## config.mk

```make
export PLATFORM = sky130hd
export DESIGN_NAME = hdr_frame_sequencer_flat
export DESIGN_NICKNAME = d
export VERILOG_FILES = /design/src/rtl/hdr_frame_sequencer_if.sv /design/src/rtl/hdr_frame_sequencer.sv /design/src/flat_wrapper.sv
export SDC_FILE = /design/constraint.sdc
export NUM_CORES = 1
export LEC_CHECK = 0
export ABC_AREA = 1
export CAP_MARGIN = 30
export CORE_MARGIN = 1.5
export CORE_UTILIZATION = 41
export DETAILED_ROUTE_END_ITERATION = 8
export DONT_BUFFER_PORTS = 1
export GPL_ROUTABILITY_DRIVEN = 0
export HOLD_SLACK_MARGIN = 0.12
export SLEW_MARGIN = 0
export SYNTH_ARGS = -nofsm -noshare
export SYNTH_HDL_FRONTEND = slang
export SYNTH_SLANG_ARGS = --single-unit
```

## constraint.sdc

```tcl
create_clock -name i_fcnt_clk -period 2.1 [get_ports i_fcnt_clk]
set_input_delay 0.42 -clock i_fcnt_clk [delete_from_list [all_inputs] [get_ports i_fcnt_clk]]
set_output_delay 0.42 -clock i_fcnt_clk [all_outputs]
set_load 0.03 [all_outputs]
```

## src/rtl/hdr_frame_sequencer_if.sv

```systemverilog
// Handshake and status bundle between the CCC handler and the HDR-DDR frame sequencer.
// Signal names match the original flat port list so the bundle can be connected one-to-one.
interface hdr_frame_sequencer_if #(
  parameter int unsigned LEN_W = 16
);
  logic             i_seq_start;
  logic             i_seq_abort;
  logic             i_regf_CMD_ATTR;
  logic [LEN_W-1:0] i_regf_DATA_LEN;
  logic [2:0]       i_regf_DTT;
  logic             i_bit_tick;
  logic [5:0]       i_cnt_bit_count;
  logic             o_seq_busy;
  logic             o_byte_strobe;
  logic             o_last_frame;
  logic             o_crc_phase;
  logic             o_seq_done;
  logic             o_seq_err;
  logic [LEN_W-1:0] o_bytes_left;

  modport master (
    output i_seq_start, i_seq_abort, i_regf_CMD_ATTR, i_regf_DATA_LEN, i_regf_DTT,
           i_bit_tick, i_cnt_bit_count,
    input  o_seq_busy, o_byte_strobe, o_last_frame, o_crc_phase, o_seq_done,
           o_seq_err, o_bytes_left
  );

  modport slave (
    input  i_seq_start, i_seq_abort, i_regf_CMD_ATTR, i_regf_DATA_LEN, i_regf_DTT,
           i_bit_tick, i_cnt_bit_count,
    output o_seq_busy, o_byte_strobe, o_last_frame, o_crc_phase, o_seq_done,
           o_seq_err, o_bytes_left
  );
endinterface

```

## src/rtl/hdr_frame_sequencer.sv

```systemverilog
// HDR-DDR data-phase sequencer: sizes the transfer from the command descriptor and
// tracks byte boundaries from the bit counter, with optional trailing CRC word.
module hdr_frame_sequencer #(
    parameter int unsigned LEN_W       = 16,
    parameter bit          CRC_WORD_EN = 1'b1
) (
    input logic                  i_fcnt_clk,
    input logic                  i_fcnt_rst_n,
    hdr_frame_sequencer_if.slave bus
);

    typedef enum logic [2:0] {
        S_IDLE,
        S_LOAD,
        S_DATA,
        S_CRC,
        S_DONE
    } state_t;

    localparam logic [LEN_W-1:0] ONE = LEN_W'(1);

    state_t           state;
    logic             cmd_attr;
    logic [LEN_W-1:0] data_len;
    logic [2:0]       dtt;

    logic             busy;
    logic             strobe;
    logic             last;
    logic             crc;
    logic             done;
    logic             err;
    logic [LEN_W-1:0] left;

    logic             bb;
    logic             bb_word_end;
    logic             dtt_reserved;
    logic [LEN_W-1:0] load_cnt;
    logic [LEN_W-1:0] left_dec;

    // Byte boundaries fall at the half-word (bit 9) and word end (bit 19).
    assign bb           = bus.i_bit_tick &&
                          ((bus.i_cnt_bit_count == 6'd9) || (bus.i_cnt_bit_count == 6'd19));
    assign bb_word_end  = bus.i_bit_tick && (bus.i_cnt_bit_count == 6'd19);
    assign dtt_reserved = cmd_attr && dtt[2] && (dtt[1] || dtt[0]);
    assign load_cnt     = cmd_attr ? {{(LEN_W-3){1'b0}}, dtt} : data_len;
    assign left_dec     = left - ONE;

    always_ff @(posedge i_fcnt_clk or negedge i_fcnt_rst_n) begin
        if (!i_fcnt_rst_n) begin
            state    <= S_IDLE;
            cmd_attr <= 1'b0;
            data_len <= '0;
            dtt      <= '0;
            busy     <= 1'b0;
            strobe   <= 1'b0;
            last     <= 1'b0;
            crc      <= 1'b0;
            done     <= 1'b0;
            err      <= 1'b0;
            left     <= '0;
        end else begin
            strobe <= 1'b0;
            done   <= 1'b0;
            // Abort outranks any boundary seen in the same cycle; the error flag is left alone.
            if ((state != S_IDLE) && bus.i_seq_abort) begin
                state <= S_IDLE;
                busy  <= 1'b0;
                left  <= '0;
                last  <= 1'b0;
                crc   <= 1'b0;
            end else begin
                case (state)
                    S_IDLE: begin
                        if (bus.i_seq_start) begin
                            cmd_attr <= bus.i_regf_CMD_ATTR;
                            data_len <= bus.i_regf_DATA_LEN;
                            dtt      <= bus.i_regf_DTT;
                            err      <= 1'b0;
                            busy     <= 1'b1;
                            state    <= S_LOAD;
                        end
                    end
                    S_LOAD: begin
                        if (dtt_reserved) begin
                            err   <= 1'b1;
                            busy  <= 1'b0;
                            state <= S_IDLE;
                        end else begin
                            left <= load_cnt;
                            last <= (load_cnt == ONE);
                            if (load_cnt == '0) begin
                                if (CRC_WORD_EN) begin
                                    crc   <= 1'b1;
                                    state <= S_CRC;
                                end else begin
                                    done  <= 1'b1;
                                    state <= S_DONE;
                                end
                            end else begin
                                state <= S_DATA;
                            end
                        end
                    end
                    S_DATA: begin
                        if (bb && (left != '0)) begin
                            strobe <= 1'b1;
                            left   <= left_dec;
                            last   <= (left_dec == ONE);
                            if (left_dec == '0) begin
                                if (CRC_WORD_EN) begin
                                    crc   <= 1'b1;
                                    state <= S_CRC;
                                end else begin
                                    done  <= 1'b1;
                                    state <= S_DONE;
                                end
                            end
                        end
                    end
                    S_CRC: begin
                        if (bb_word_end) begin
                            crc   <= 1'b0;
                            done  <= 1'b1;
                            state <= S_DONE;
                        end
                    end
                    S_DONE: begin
                        busy  <= 1'b0;
                        state <= S_IDLE;
                    end
                    default: begin
                        busy  <= 1'b0;
                        state <= S_IDLE;
                    end
                endcase
            end
        end
    end

    assign bus.o_seq_busy    = busy;
    assign bus.o_byte_strobe = strobe;
    assign bus.o_last_frame  = last;
    assign bus.o_crc_phase   = crc;
    assign bus.o_seq_done    = done;
    assign bus.o_seq_err     = err;
    assign bus.o_bytes_left  = left;

endmodule

```

## src/flat_wrapper.sv

```systemverilog
// flat-port wrapper written by rule: the top's interface ports become plain ports
module hdr_frame_sequencer_flat 
#(
    parameter int unsigned LEN_W       = 16,
    parameter bit          CRC_WORD_EN = 1'b1
)
  (i_fcnt_clk, i_fcnt_rst_n, bus_i_seq_start, bus_i_seq_abort, bus_i_regf_CMD_ATTR, bus_i_regf_DATA_LEN, bus_i_regf_DTT, bus_i_bit_tick, bus_i_cnt_bit_count, bus_o_seq_busy, bus_o_byte_strobe, bus_o_last_frame, bus_o_crc_phase, bus_o_seq_done, bus_o_seq_err, bus_o_bytes_left);
  hdr_frame_sequencer_if #(.LEN_W(LEN_W)) bus_i ();
  input logic i_fcnt_clk;
  input logic i_fcnt_rst_n;
  input wire logic [$bits(bus_i.i_seq_start)-1:0] bus_i_seq_start;
  input wire logic [$bits(bus_i.i_seq_abort)-1:0] bus_i_seq_abort;
  input wire logic [$bits(bus_i.i_regf_CMD_ATTR)-1:0] bus_i_regf_CMD_ATTR;
  input wire logic [$bits(bus_i.i_regf_DATA_LEN)-1:0] bus_i_regf_DATA_LEN;
  input wire logic [$bits(bus_i.i_regf_DTT)-1:0] bus_i_regf_DTT;
  input wire logic [$bits(bus_i.i_bit_tick)-1:0] bus_i_bit_tick;
  input wire logic [$bits(bus_i.i_cnt_bit_count)-1:0] bus_i_cnt_bit_count;
  output wire logic [$bits(bus_i.o_seq_busy)-1:0] bus_o_seq_busy;
  output wire logic [$bits(bus_i.o_byte_strobe)-1:0] bus_o_byte_strobe;
  output wire logic [$bits(bus_i.o_last_frame)-1:0] bus_o_last_frame;
  output wire logic [$bits(bus_i.o_crc_phase)-1:0] bus_o_crc_phase;
  output wire logic [$bits(bus_i.o_seq_done)-1:0] bus_o_seq_done;
  output wire logic [$bits(bus_i.o_seq_err)-1:0] bus_o_seq_err;
  output wire logic [$bits(bus_i.o_bytes_left)-1:0] bus_o_bytes_left;
  assign bus_i.i_seq_start = bus_i_seq_start;
  assign bus_i.i_seq_abort = bus_i_seq_abort;
  assign bus_i.i_regf_CMD_ATTR = bus_i_regf_CMD_ATTR;
  assign bus_i.i_regf_DATA_LEN = bus_i_regf_DATA_LEN;
  assign bus_i.i_regf_DTT = bus_i_regf_DTT;
  assign bus_i.i_bit_tick = bus_i_bit_tick;
  assign bus_i.i_cnt_bit_count = bus_i_cnt_bit_count;
  assign bus_o_seq_busy = bus_i.o_seq_busy;
  assign bus_o_byte_strobe = bus_i.o_byte_strobe;
  assign bus_o_last_frame = bus_i.o_last_frame;
  assign bus_o_crc_phase = bus_i.o_crc_phase;
  assign bus_o_seq_done = bus_i.o_seq_done;
  assign bus_o_seq_err = bus_i.o_seq_err;
  assign bus_o_bytes_left = bus_i.o_bytes_left;
  hdr_frame_sequencer #(.LEN_W(LEN_W), .CRC_WORD_EN(CRC_WORD_EN)) u_core (.i_fcnt_clk(i_fcnt_clk), .i_fcnt_rst_n(i_fcnt_rst_n), .bus(bus_i));
endmodule
```

Word-level counts from Yosys, hierarchy flattened
Index checks and enable logic that the tools add are counted. W data, S select, Z words.

Register bits: 45. Input bits: 31. Output and inout port bits: 22. Logic and storage cells: 90.

Add/sub/neg operators: 1. Equal/unequal tests: 17. Muxes and demuxes: 37. Bitwise gates (word level): 1. Reductions and logical operators: 23.

Operator list (number): $mux W16 (4); $eq A16 B1 Y1 const B (2); $logic_not A16 Y1 (2); $pmux W16 S2 (1); $mux W1 (21); $mux W3 (6); $reduce_bool A16 Y1 (1); $sub A16 B1 Y16 const B (1); $ne A3 B1 Y1 const B (5); $pmux W3 S4 (1); $reduce_and A3 Y1 (3); $reduce_and A4 Y1 (2); $eq A3 B2 Y1 const B (2); $eq A6 B4 Y1 const B (1); $eq A6 B5 Y1 const B (1); $logic_and A1 B1 Y1 (6); $pmux W1 S3 (2); $reduce_and A6 Y1 (1); $reduce_bool A3 Y1 (2); $ne A2 B1 Y1 const B (2); $pmux W1 S2 (2); $reduce_bool A4 Y1 (1); $eq A3 B1 Y1 const B (1); $logic_not A3 Y1 (1); 7 further kinds (8).

Logic depth before layout (Yosys ltp)
Depth in word-level cells: 7. Mapped depth: 15. Mapped depth without buffers: 15.

Worst setup path before layout
OpenSTA, ideal clock, no wires.

Kind: register to register. From: register u_core.left[0], in the netlist u_core.bus.o_bytes_left[0]. To: register u_core.crc, in the netlist u_core.bus.o_crc_phase. Setup time: 0.118 ns. Arrival time: 1.776 ns. Required time: 1.982 ns. Slack: 0.207 ns. Cell stages (with the launch flop): 15. Path buffers: 0. Path through: dfrtp_1 inv_1 ha_1 inv_1 nor2_1 nand3_1 nor2_1 nor2_1 nand3_1 nor2_1 nand3_1 nand2_2 nand2_1 nand2_1 nand2_1.

Longest elaborated chain between the ends: 4. Elaborated cells on any way between the ends: 7. Classes of those cells: 1 x add/sub; 2 x eq/ne; 4 x reduce/logical.

Ends and longest elaborated chain: start, declared (line hdr_frame_sequencer.sv:33) `logic [LEN_W-1:0] left;`; start signal, assigned (line hdr_frame_sequencer.sv:90) `left <= load_cnt;`; start signal, assigned (line hdr_frame_sequencer.sv:108) `left <= left_dec;`; $sub A16 B1 Y16 / $reduce_bool A16 Y1 (equally long branches) (line hdr_frame_sequencer.sv:47, hdr_frame_sequencer.sv:106); $logic_not A16 Y1 / $logic_and A1 B1 Y1 (equally long branches) (line hdr_frame_sequencer.sv:110, hdr_frame_sequencer.sv:106); $ne A3 B1 Y1 (no line); $reduce_and A6 Y1 (no line) *; end signal, assigned (line hdr_frame_sequencer.sv:58) `crc <= 1'b0;`; end signal, assigned (line hdr_frame_sequencer.sv:112) `crc <= 1'b1;`; end signal, assigned (line hdr_frame_sequencer.sv:123) `crc <= 1'b0;`; end, declared (line hdr_frame_sequencer.sv:30) `logic crc;`.

Mark *: on every way between the ends. The rest lies on a longest branch, timed or not. A chain may end at the register's enable or synchronous reset.

Worst setup path after layout
From: register u_core.left[3], in the netlist u_core.bus.o_bytes_left[3]. To: register u_core.state[1].

Longest elaborated chain between the ends: 4. Elaborated cells on any way between the ends: 7. Classes of those cells: 1 x add/sub; 2 x eq/ne; 4 x reduce/logical.

Ends and longest elaborated chain: $sub A16 B1 Y16 / $reduce_bool A16 Y1 (equally long branches) (line hdr_frame_sequencer.sv:47, hdr_frame_sequencer.sv:106); $logic_not A16 Y1 / $logic_and A1 B1 Y1 (equally long branches) (line hdr_frame_sequencer.sv:110, hdr_frame_sequencer.sv:106); $ne A3 B1 Y1 (no line); $reduce_and A4 Y1 (no line) *; end signal, assigned (line hdr_frame_sequencer.sv:51) `state <= S_IDLE;`; end signal, assigned (line hdr_frame_sequencer.sv:113) `state <= S_CRC;`; end signal, assigned (line hdr_frame_sequencer.sv:116) `state <= S_DONE;`; end, declared (line hdr_frame_sequencer.sv:22) `state_t state;`.

Marked as above.

==> results by group <==
Outcome
  • Status: complete, but fails checks
  • Failing checks: DRC

Logic synthesis
  • Yosys cell types: 31
  • Syn Nets: 446
  • Synth warnings: 0
  • Seq/Total Area, Yosys: 0.4078
  • Post-Syn Area: 2761 sq um
  • Ys async rst share: 1.000
  • EDFF count, synth: 0
  • Number of synthesized register bits: 45
  • Mean post-synth cell area: 6.686 sq um
  • Top_reg_cell synth: dfrtp_1
  • Post-synthesis cell count: 413

Setup path
  • CP max-delay cell: dfrtp_1
  • Critical path data arrival time: 2120 ps
  • Critical path fanouts, max: 5
  • Worst EP required: 2300 ps
  • CP endpoint kind: flip-flop
  • Kind of critical path: flip-flop to flip-flop
  • CP max stage delay: 440 ps
  • Critical path cell sequence: nor2_1 > nand2_1 > nor2_4 > nor2_1 > nor2_2 > nand3_1 > nor2_1 > nand3_1 > nand2_2 > nand2_2 > nand2_1 > nand2_1
  • Startpoint types: flip-flop

Pwr
  • Peak supply drop: 0.7145 mV
  • PwrDens: 1730 nW/um^2
  • Total power: 5422 uW
  • LEAKAGE: 0.001615 uW

STA
  • Min Tclk post-route: 1923 ps
  • Hold Vio Cnt, Final: 0
  • Final slew viol count: 0
  • Setup TNS: 0 ps
  • Headroom to the max-slew limit: 0.6005
  • Hold Slack: 187.0 ps
  • Peak Freq: 520.0 MHz
  • Worst Clk Skew: 6.363 ps
  • Unrepaired setup endpoints after global routing: false
  • Fin crit share: 0.9158
  • Final setup fails: 0
  • Worst Tran Pin Value: 595.6 ps

Floorplanning
  • Die Wd: 85.07 microns
  • IO Count: 53
  • Die area: 7236 sq um
  • Die Span Y: 85.07 microns
  • Rows: 29
  • Initial Util: 0.4300
  • Core ar.: 6422 sq um

Clocking
  • Worst-Skew Late Latency: 300 ps
  • Clk Tree Root Cell: clkbuf_8
  • Clk buf depth: 2
  • CTS tree: yes
  • Clk sinks: 45
  • Reg clk slew, reported paths: 90 ps
  • H-tree Lvls: 2
  • TritonCTS buffer count: 5

Route
  • Initial DRC count: 242
  • Residual DRC: 4
  • Antenna-violating nets left: 0
  • Initial DRT Pass Iterations: 6
  • Wire per inst: 13.78 microns
  • Vias: 2,665
  • WL final: 7.068 mm
  • DR vias/cell: 5.195

Layout
  • Most common cell after layout, fill and taps aside: nand2_1
  • Diodes inserted: 0
  • Layout Utilization: 0.4878
  • Commonest non-fill, non-tap cells in the layout: nand2_1, nor2_1, dfrtp_1
  • Fillers: 678
  • Synth-to-Final Area Change: 13.46%
  • Share of layout cells above drive strength 1: 0.1216
  • # nets final: 468

Place
  • Hpwl dp: 5.527 mm
  • Port bufs: 0

Global route
  • Largest net degree at the start of global routing: 46
  • Antenna violations before repair: 0
  • Number of global-route vias before repair: 2,490
  • Tot GR Track Use: 0.2043
  • First-pass GRT wire length: 11.78 mm
  • Grt ovf: 0

Flow run
  • Max-cap violation count: 0

Worst hold path
  • Worst min path class: input port to flip-flop
-- path summary, 6_finish.rpt --
| path | start | end | slack, ps | cells after the start |
|---|---|---|---|---|
| min in group asynchronous | i_fcnt_rst_n | u_core.bus.o_bytes_left[8]$_DFFE_PN0P_ | 620 | 2 |
| worst max register to register | u_core.bus.o_bytes_left[3]$_DFFE_PN0P_ | u_core.state[1]$_DFFE_PN0P_ | 180 | 12 |
| worst max-delay path | u_core.bus.o_bytes_left[3]$_DFFE_PN0P_ | u_core.state[1]$_DFFE_PN0P_ | 180 | 12 |
| worst min register to register | u_core.data_len[15]$_DFFE_PN0P_ | u_core.data_len[15]$_DFFE_PN0P_ | 490 | 2 |
| worst min-delay path | bus_i_seq_abort | u_core.bus.o_byte_strobe$_DFF_PN0_ | 190 | 1 |
| max in group asynchronous | i_fcnt_rst_n | u_core.data_len[2]$_DFFE_PN0P_ | 1260 | 2 |
-- flip-flops by register name, summed over array words and instances (netlist names), 3 cells and up --
signal	cells
u_core.data_len	16
u_core.state	3
u_core.dtt	3
u_core.bus.o_bytes_left	16
-- through the flow --
step | instance area [sq um] | std cells | worst slack (ps)
after floorplan | 2761 | 413 | 206.6
after global placement | 2965 | 503 | 206.2
after detailed placement | 2965 | 503 | 203.3
after CTS | 3118 | 513 | 186.5
after global routing | 3133 | 513 | 3.646
final | 3133 | 513 | 176.8
-- cells in the mapped netlist, drive strengths merged (2+ instances only) --
cell type,number,area [sq um]
clkinv,2,8.750
inv,39,146.4
o22ai,8,50.05
nand3,35,175.2
nor4,2,12.51
and2,3,21.27
nor2,59,246.5
buf,9,65.06
o21ai,25,125.1
nand4,5,31.28
ha,2,25.02
clkbuf,2,7.510
nor3,6,30.03
nand2,160,623.1
a21oi,5,25.02
dfrtp,45,1126
a31oi,3,18.77
-- critical path: cells and delay by family, from the launching register on --
family / cells / cell delay, ps
and+or+nand+nor: 12 / 1370
DFF: 1 / 440
-- report_power, final --
group | switching [uW] | leakage (uW) | internal, uW
clock network | 313 | 0.0000543 | 356
registers | 331 | 0.000574 | 1220
logic | 2120 | 0.000987 | 1080
total | 2770 | 0.00162 | 2650
-- area by class of cell --
cell class | instances | area, sq um | area share
repair buffers | 26 | 217.7 | 0.06949
flip-flops and latches | 45 | 1126 | 0.3594
multi-input cells | 316 | 1423 | 0.4541
well taps | 77 | 96.34 | 0.03075
clock inverters | 3 | 46.29 | 0.01478
clock buffers | 5 | 68.82 | 0.02196
inverters | 41 | 155.1 | 0.04952
-- layer usage --
metal | routed length [microns] | global-route usage | part of all wire | vias to the layer above
met4 | 91 | 0.05812 | 0.013 | 0
li1 | - | - | - | 1362
met5 | 0 | 0 | 0 | -
met2 | 3143 | 0.3088 | 0.44 | 80
met1 | 3384 | 0.2974 | 0.48 | 1213
met3 | 448 | 0.04086 | 0.063 | 10
-- what timing repair did --
item | CTS | global route
gates resized for setup | 0 | 4
buffers inserted | 0 | 0
hold buffers | 2 | 0
hold endpoints to repair | 45 | 0
setup endpoints to repair | 0 | 5
-- cell families (layout without fill, tap and decap cells) --
logic type | count (synthesis) | in the layout | synth area share
fa+ha+maj | 2 | 2 | 0.009061
simple gates | 271 | 271 | 0.4155
flops | 45 | 45 | 0.4078
buf+inv | 52 | 75 | 0.08246
xor+xnor | 1 | 1 | 0.003172
compound gates | 42 | 42 | 0.08201
(Power assumes the default switching activity.)
